[config.mk]
export PLATFORM = sky130hd
export DESIGN_NAME = ghost_motion
export DESIGN_NICKNAME = d
export VERILOG_FILES = /design/src/rtl/ghost_pkg.sv /design/src/rtl/frame_tick_sync.sv /design/src/rtl/ghost_motion.sv
export SDC_FILE = /design/constraint.sdc
export NUM_CORES = 1
export LEC_CHECK = 0
export CAP_MARGIN = 20
export CORE_MARGIN = 3
export CORE_UTILIZATION = 45
export DETAILED_ROUTE_END_ITERATION = 10
export PLACE_DENSITY = 0.69
export SYNTH_ARGS = -nofsm -noshare
export SYNTH_HDL_FRONTEND = slang
export SYNTH_SLANG_ARGS = --single-unit
[constraint.sdc]
create_clock -name Clk -period 5.05 [get_ports Clk]
set_clock_uncertainty 0.1 [all_clocks]
set_input_delay 1.01 -clock Clk [delete_from_list [all_inputs] [get_ports Clk]]
set_output_delay 1.01 -clock Clk [all_outputs]
set_load 0.01 [all_outputs]
[src/rtl/ghost_pkg.sv]
// ghost_pkg: shared definitions for the ghost motion slice.
//   DIR_*          one-hot heading encoding {down, up, right, left}
//   opposite()     reverse of a one-hot heading (DIR_NONE maps to DIR_NONE)
//   ghost_state_t  integrator state
//   Y_LIMIT        bottom-most legal Y position (vertical range is 0..Y_LIMIT)
package ghost_pkg;

  localparam logic [3:0] DIR_NONE  = 4'b0000;
  localparam logic [3:0] DIR_LEFT  = 4'b0001;
  localparam logic [3:0] DIR_RIGHT = 4'b0010;
  localparam logic [3:0] DIR_UP    = 4'b0100;
  localparam logic [3:0] DIR_DOWN  = 4'b1000;

  localparam int Y_LIMIT = 479;

  typedef enum logic [1:0] {
    ST_IDLE,
    ST_MOVE,
    ST_FROZEN
  } ghost_state_t;

  // Swap left<->right and up<->down bit pairs.
  function automatic logic [3:0] opposite(input logic [3:0] d);
    return {d[2], d[3], d[0], d[1]};
  endfunction

endpackage

[src/rtl/frame_tick_sync.sv]
// frame_tick_sync: brings the asynchronous frame strobe into the clk domain
// and turns each rising edge into a single-cycle registered pulse.
//   clk, rst   system clock, async active-high reset
//   frame_clk  asynchronous frame strobe
//   tick       one clk-cycle pulse, 3 cycles after a frame_clk rising edge
module frame_tick_sync (
  input  logic clk,
  input  logic rst,
  input  logic frame_clk,
  output logic tick
);

  // [0],[1]: two-flop synchronizer; [2]: previous synchronized level.
  logic [2:0] sync_pipe;

  always_ff @(posedge clk or posedge rst) begin
    if (rst) begin
      sync_pipe <= '0;
      tick      <= 1'b0;
    end else begin
      sync_pipe <= {sync_pipe[1:0], frame_clk};
      tick      <= sync_pipe[1] & ~sync_pipe[2];
    end
  end

endmodule

[src/rtl/ghost_motion.sv]
// ghost_motion: per-ghost position integrator. Consumes the one-hot Movement
// request and wall flags once per frame tick and advances GhostX/GhostY.
//   Clk, Reset                   clock, async active-high reset
//   frame_clk                    asynchronous per-frame strobe
//   Over                         game over; freezes all motion while high
//   Movement                     requested heading {down, up, right, left}
//   up_ok/down_ok/left_ok/right_ok  move legal from the current position
//   GhostX, GhostY               registered position
//   GhostDir                     committed heading (0000 when stopped)
//   Moving                       high while in MOVE
// Build option: GHOST_TUNNEL_EN wraps horizontal motion between X_MIN and
// X_MAX; otherwise leaving the horizontal range stops the ghost.
module ghost_motion
  import ghost_pkg::*;
#(
  parameter int X_START = 320,
  parameter int Y_START = 240,
  parameter int TILE    = 16,
  parameter int STEP    = 2,
  parameter int X_MIN   = 0,
  parameter int X_MAX   = 624
) (
  input  logic       Clk,
  input  logic       Reset,
  input  logic       frame_clk,
  input  logic       Over,
  input  logic [3:0] Movement,
  input  logic       up_ok,
  input  logic       down_ok,
  input  logic       left_ok,
  input  logic       right_ok,
  output logic [9:0] GhostX,
  output logic [9:0] GhostY,
  output logic [3:0] GhostDir,
  output logic       Moving
);

  localparam int TB = $clog2(TILE);

  ghost_state_t state;
  logic         tick;
  logic [3:0]   oks;
  logic         req_vld, req_ok, cur_ok, aligned, step_ok;
  logic [3:0]   plan;
  logic [9:0]   nx, ny;
  int           xs, ys;

  frame_tick_sync u_sync (
    .clk       (Clk),
    .rst       (Reset),
    .frame_clk (frame_clk),
    .tick      (tick)
  );

  assign oks     = {down_ok, up_ok, right_ok, left_ok};
  assign aligned = (GhostX[TB-1:0] == '0) && (GhostY[TB-1:0] == '0);

  // Heading for this tick (DIR_NONE = stop), then the stepped position and
  // whether that step stays in range.
  always_comb begin
    req_vld = $onehot(Movement);
    req_ok  = req_vld && |(Movement & oks);
    cur_ok  = |(GhostDir & oks);
    plan    = DIR_NONE;
    case (state)
      ST_IDLE: if (req_ok) plan = Movement;
      ST_MOVE: begin
        if (aligned) begin
          if (req_ok)      plan = Movement;
          else if (cur_ok) plan = GhostDir;
        end else begin
          // Mid-tile: only an exact reversal is honoured, walls are ignored.
          if (req_vld && Movement == opposite(GhostDir)) plan = Movement;
          else                                           plan = GhostDir;
        end
      end
      default: plan = DIR_NONE;
    endcase

    xs = int'(GhostX);
    ys = int'(GhostY);
    case (plan)
      DIR_LEFT:  xs = xs - STEP;
      DIR_RIGHT: xs = xs + STEP;
      DIR_UP:    ys = ys - STEP;
      DIR_DOWN:  ys = ys + STEP;
      default:   ;
    endcase

    step_ok = (plan != DIR_NONE);
`ifdef GHOST_TUNNEL_EN
    if (xs < X_MIN)      xs = X_MAX;
    else if (xs > X_MAX) xs = X_MIN;
`else
    if (xs < X_MIN || xs > X_MAX) step_ok = 1'b0;
`endif
    if (ys < 0 || ys > Y_LIMIT) step_ok = 1'b0;
    nx = 10'(xs);
    ny = 10'(ys);
  end

  always_ff @(posedge Clk or posedge Reset) begin
    if (Reset) begin
      GhostX   <= 10'(X_START);
      GhostY   <= 10'(Y_START);
      GhostDir <= DIR_NONE;
      Moving   <= 1'b0;
      state    <= ST_IDLE;
    end else if (Over) begin
      // Freeze wins over a coincident tick; position and heading are held.
      state  <= ST_FROZEN;
      Moving <= 1'b0;
    end else if (state == ST_FROZEN) begin
      state    <= ST_IDLE;
      GhostDir <= DIR_NONE;
    end else if (tick) begin
      if (step_ok) begin
        GhostX   <= nx;
        GhostY   <= ny;
        GhostDir <= plan;
        Moving   <= 1'b1;
        state    <= ST_MOVE;
      end else begin
        GhostDir <= DIR_NONE;
        Moving   <= 1'b0;
        state    <= ST_IDLE;
      end
    end
  end

endmodule

==> flow_summary_export.csv <==
group,metric,value,unit
sta,rsz0062_at_grt,"true",
cts,cts_tree,"built",
worst_setup_path,critPathKind,"in2reg",
detailed_routing,antenna_left,0,
detailed_routing,wl_per_cell,18.6,microns
cts,clock_path_buffers,2,
yosys,syn-cell-area,0.00290,sq mm
worst_setup_path,worst_ep_required_time,5.15,ns
sta,max_slew.worst_pin.slew,0.674,ns
detailed_routing,top_layer,"met4",
worst_setup_path,start_kind,"input port",
yosys,synth_cells,356,
pwr,power_density,182,mW/mm^2
finish,insertedDiodeCount,0,
detailed_routing,met1_length,4.12,mm
global_route,grt_pass1_vias,3197,
detailed_routing,first_iter_violations,263,
status,violations,"negative setup slack",
worst_setup_path,crit_arrival,5.17,ns
cts,root_buffer,"clkbuf_8",
placed_design,dp_hpwl,6.78,mm
sta,relSlewSlack,0.546,
worst_hold_path,whs_path_depth,0,
global_route,grt_use_total,0.260,
status,outcome,"finished, violations left",
yosys,ys.flop_type,"dfrtp_1",
cts,numCtsBuffers,5,
sta,hold_viol_final,0,
detailed_routing,vias_per_cell,6.22,
sta,fin_crit_sh,1.00,
global_route,gr-total-overflow,0,
finish,final_cell_mix,"buf_4, nor2_1, clkdlybuf4s50_1, nand2_1, dfrtp_1",
die,boundaryPins,37,
finish,num-fill-cells,482,
worst_hold_path,hp-start,"u_sync.sync_pipe[0]",
worst_setup_path,cp-end-kind,"flip-flop",
placed_design,place.gp.congestion,0.954,
worst_hold_path,min_path_type,"reg2reg",
sta,finalSetupViolations,4,
sta,slew_viol_final,0,
pwr,p_leak,1.75,nW
sta,fmax,197,MHz
die,coreArea,0.00610,sq mm
worst_setup_path,startpoint,"Movement[0]",
yosys,synth.yosys.seq_area_share,0.253,
die,die_height,86.3,microns
yosys,yosys_warnings,0,
global_route,grt_max_degree,30,
finish,layout_commonest_cell,"buf_4",
global_route,grt_pass1_wl,15.5,mm
cts,htreeDepth,2,
detailed_routing,vias,3280,
worst_setup_path,cp_max_fo,13,
cts,clock_latency,0.29,ns
cts,cts.sinks,29,
yosys,ys_async_sr_fraction,1.00,
finish,layout.nets,472,
die,rows,28,
finish,final_util,0.695,
sta,worst_slack,-0.0202,ns
yosys,ys_ff_latch,29,
yosys,synth.distinct_cells,85,
die,die_w,86.3,microns
worst_setup_path,rr_worst_depth,13,
placed_design,dp_cells,513,
pwr,peakVddDrop,0.161,mV
finish,drive_gt1_frac,0.345,
finish,fin_cells,527,
detailed_routing,route.met3.wl,551,microns
detailed_routing,first_pass_iters,5,
die,initial_utilization,0.476,
detailed_routing,drc_errors,0,
job,cap_violations,0,
cts,clk_pin_slew,0.07,ns
yosys,avgSynthCellArea,8.15,sq um
finish,syn2layout_area_growth,46.0,%
global_route,antenna_found_initial,0,
detailed_routing,route.met2.wl,4.79,mm
sta,min_period,5.07,ns
detailed_routing,wirelength,9.79,mm
placed_design,io_buffer_count,34,
cts,hold_buffers,0,
die,dieArea,0.00744,sq mm
yosys,synth-edff-count,0,
==> per-layer routing <==
metal | track usage | vias up
li1 | - | 1520
met1 | 0.337 | 1564
met2 | 0.441 | 160
met3 | 0.0342 | 36
met4 | 0.0977 | 0
met5 | 0 | -
==> worst max-delay path, cell delays in order <==
cell and delay [ns]:
buf_8 0.08, inv_4 0.03, fa_1 0.55, inv_2 0.05, ha_4 0.15, ha_4 0.21, or3b_4 0.42, a21o_1 0.20
a311o_1 0.37, o31a_1 0.23, buf_4 0.18, buf_4 0.14, nor3_2 0.19, o21ai_1 0.19, a22o_1 0.23, a211oi_2 0.29
buf_6 0.25, a31oi_1 0.13, a211oi_2 0.27
==> where the power goes <==
group / switching, W / internal [W]
clock: 0.0000957 / 0.000123
combinational: 0.000137 / 0.000137
sequential: 0.0000294 / 0.000250
total: 0.000262 / 0.000510
==> final timing paths <==
check,endpoint,slack (ns)
worst max-delay path,GhostX[2],-0.02
min in group asynchronous,GhostX[4],1.00
worst min-delay path,u_sync.sync_pipe[1],0.26
max in group asynchronous,GhostY[7],3.54
worst min register to register,u_sync.sync_pipe[1],0.26
worst max register to register,GhostX[2],0.76
==> cell usage after synthesis (all sizes together) (6+ instances only) <==
master   n  area (sq um)
dfstp    6           158
o211ai   7          52.6
nor3    13          85.1
nand2   32           123
xnor2   17           149
nor2    34           128
nand3   20           105
a21oi   14          73.8
dfrtp   23           576
buf      9          65.1
a221oi   6          58.8
and2     9          56.3
and3     7          43.8
ha       8           100
clkbuf  12          46.3
inv     20          75.1
a211oi   7          57.6
o21ai   10          50.1
nor4     8          65.1
==> cells by family (layout without fill, tap and decap cells) <==
logic type	Yosys count	count (layout)	synth area share
XOR/XNOR	22	22	0.0690
adder cells (fa/ha/maj)	9	9	0.0414
AND/OR/NAND/NOR	152	152	0.287
other	1	2	0.00129
flip-flops	29	29	0.253
multiplexers	4	4	0.0147
buffers and inverters	41	136	0.0643
AO/OA/AOI/OAI	98	98	0.269
==> per-stage QoR <==
stage                     cell area (sq um)  TNS (ns)  setup slack (ns)  hold slack (ns)  power [W]
final                                  4240   -0.0561           -0.0202            0.262   0.000772
after global routing                   4240     -1.77            -0.169            0.273   0.000811
after CTS                              4010    -0.105           -0.0246            0.270   0.000748
after detailed placement               3740    -18.80            -0.907            0.259   0.000517
after global placement                 3740    -17.05            -0.792            0.235   0.000512
after floorplan                        2900         0           0.00779            0.231   0.000404
==> repair_timing <==
action,4_1_cts,5_1_grt
pin swaps,14,19
setup endpoints to repair,24,24
setup buffers,4,3
gates resized for setup,42,43
==> cell type report <==
type | instances | area (sq um) | area share
clock inverters | 1 | 5.00 | 0.00118
repair buffers | 108 | 916 | 0.216
inverters | 20 | 80.1 | 0.0189
clock buffers | 7 | 96.3 | 0.0227
flip-flops and latches | 29 | 733 | 0.173
multi-input cells | 287 | 2310 | 0.546
well taps | 75 | 93.8 | 0.0222
(Power assumes the default switching activity.)
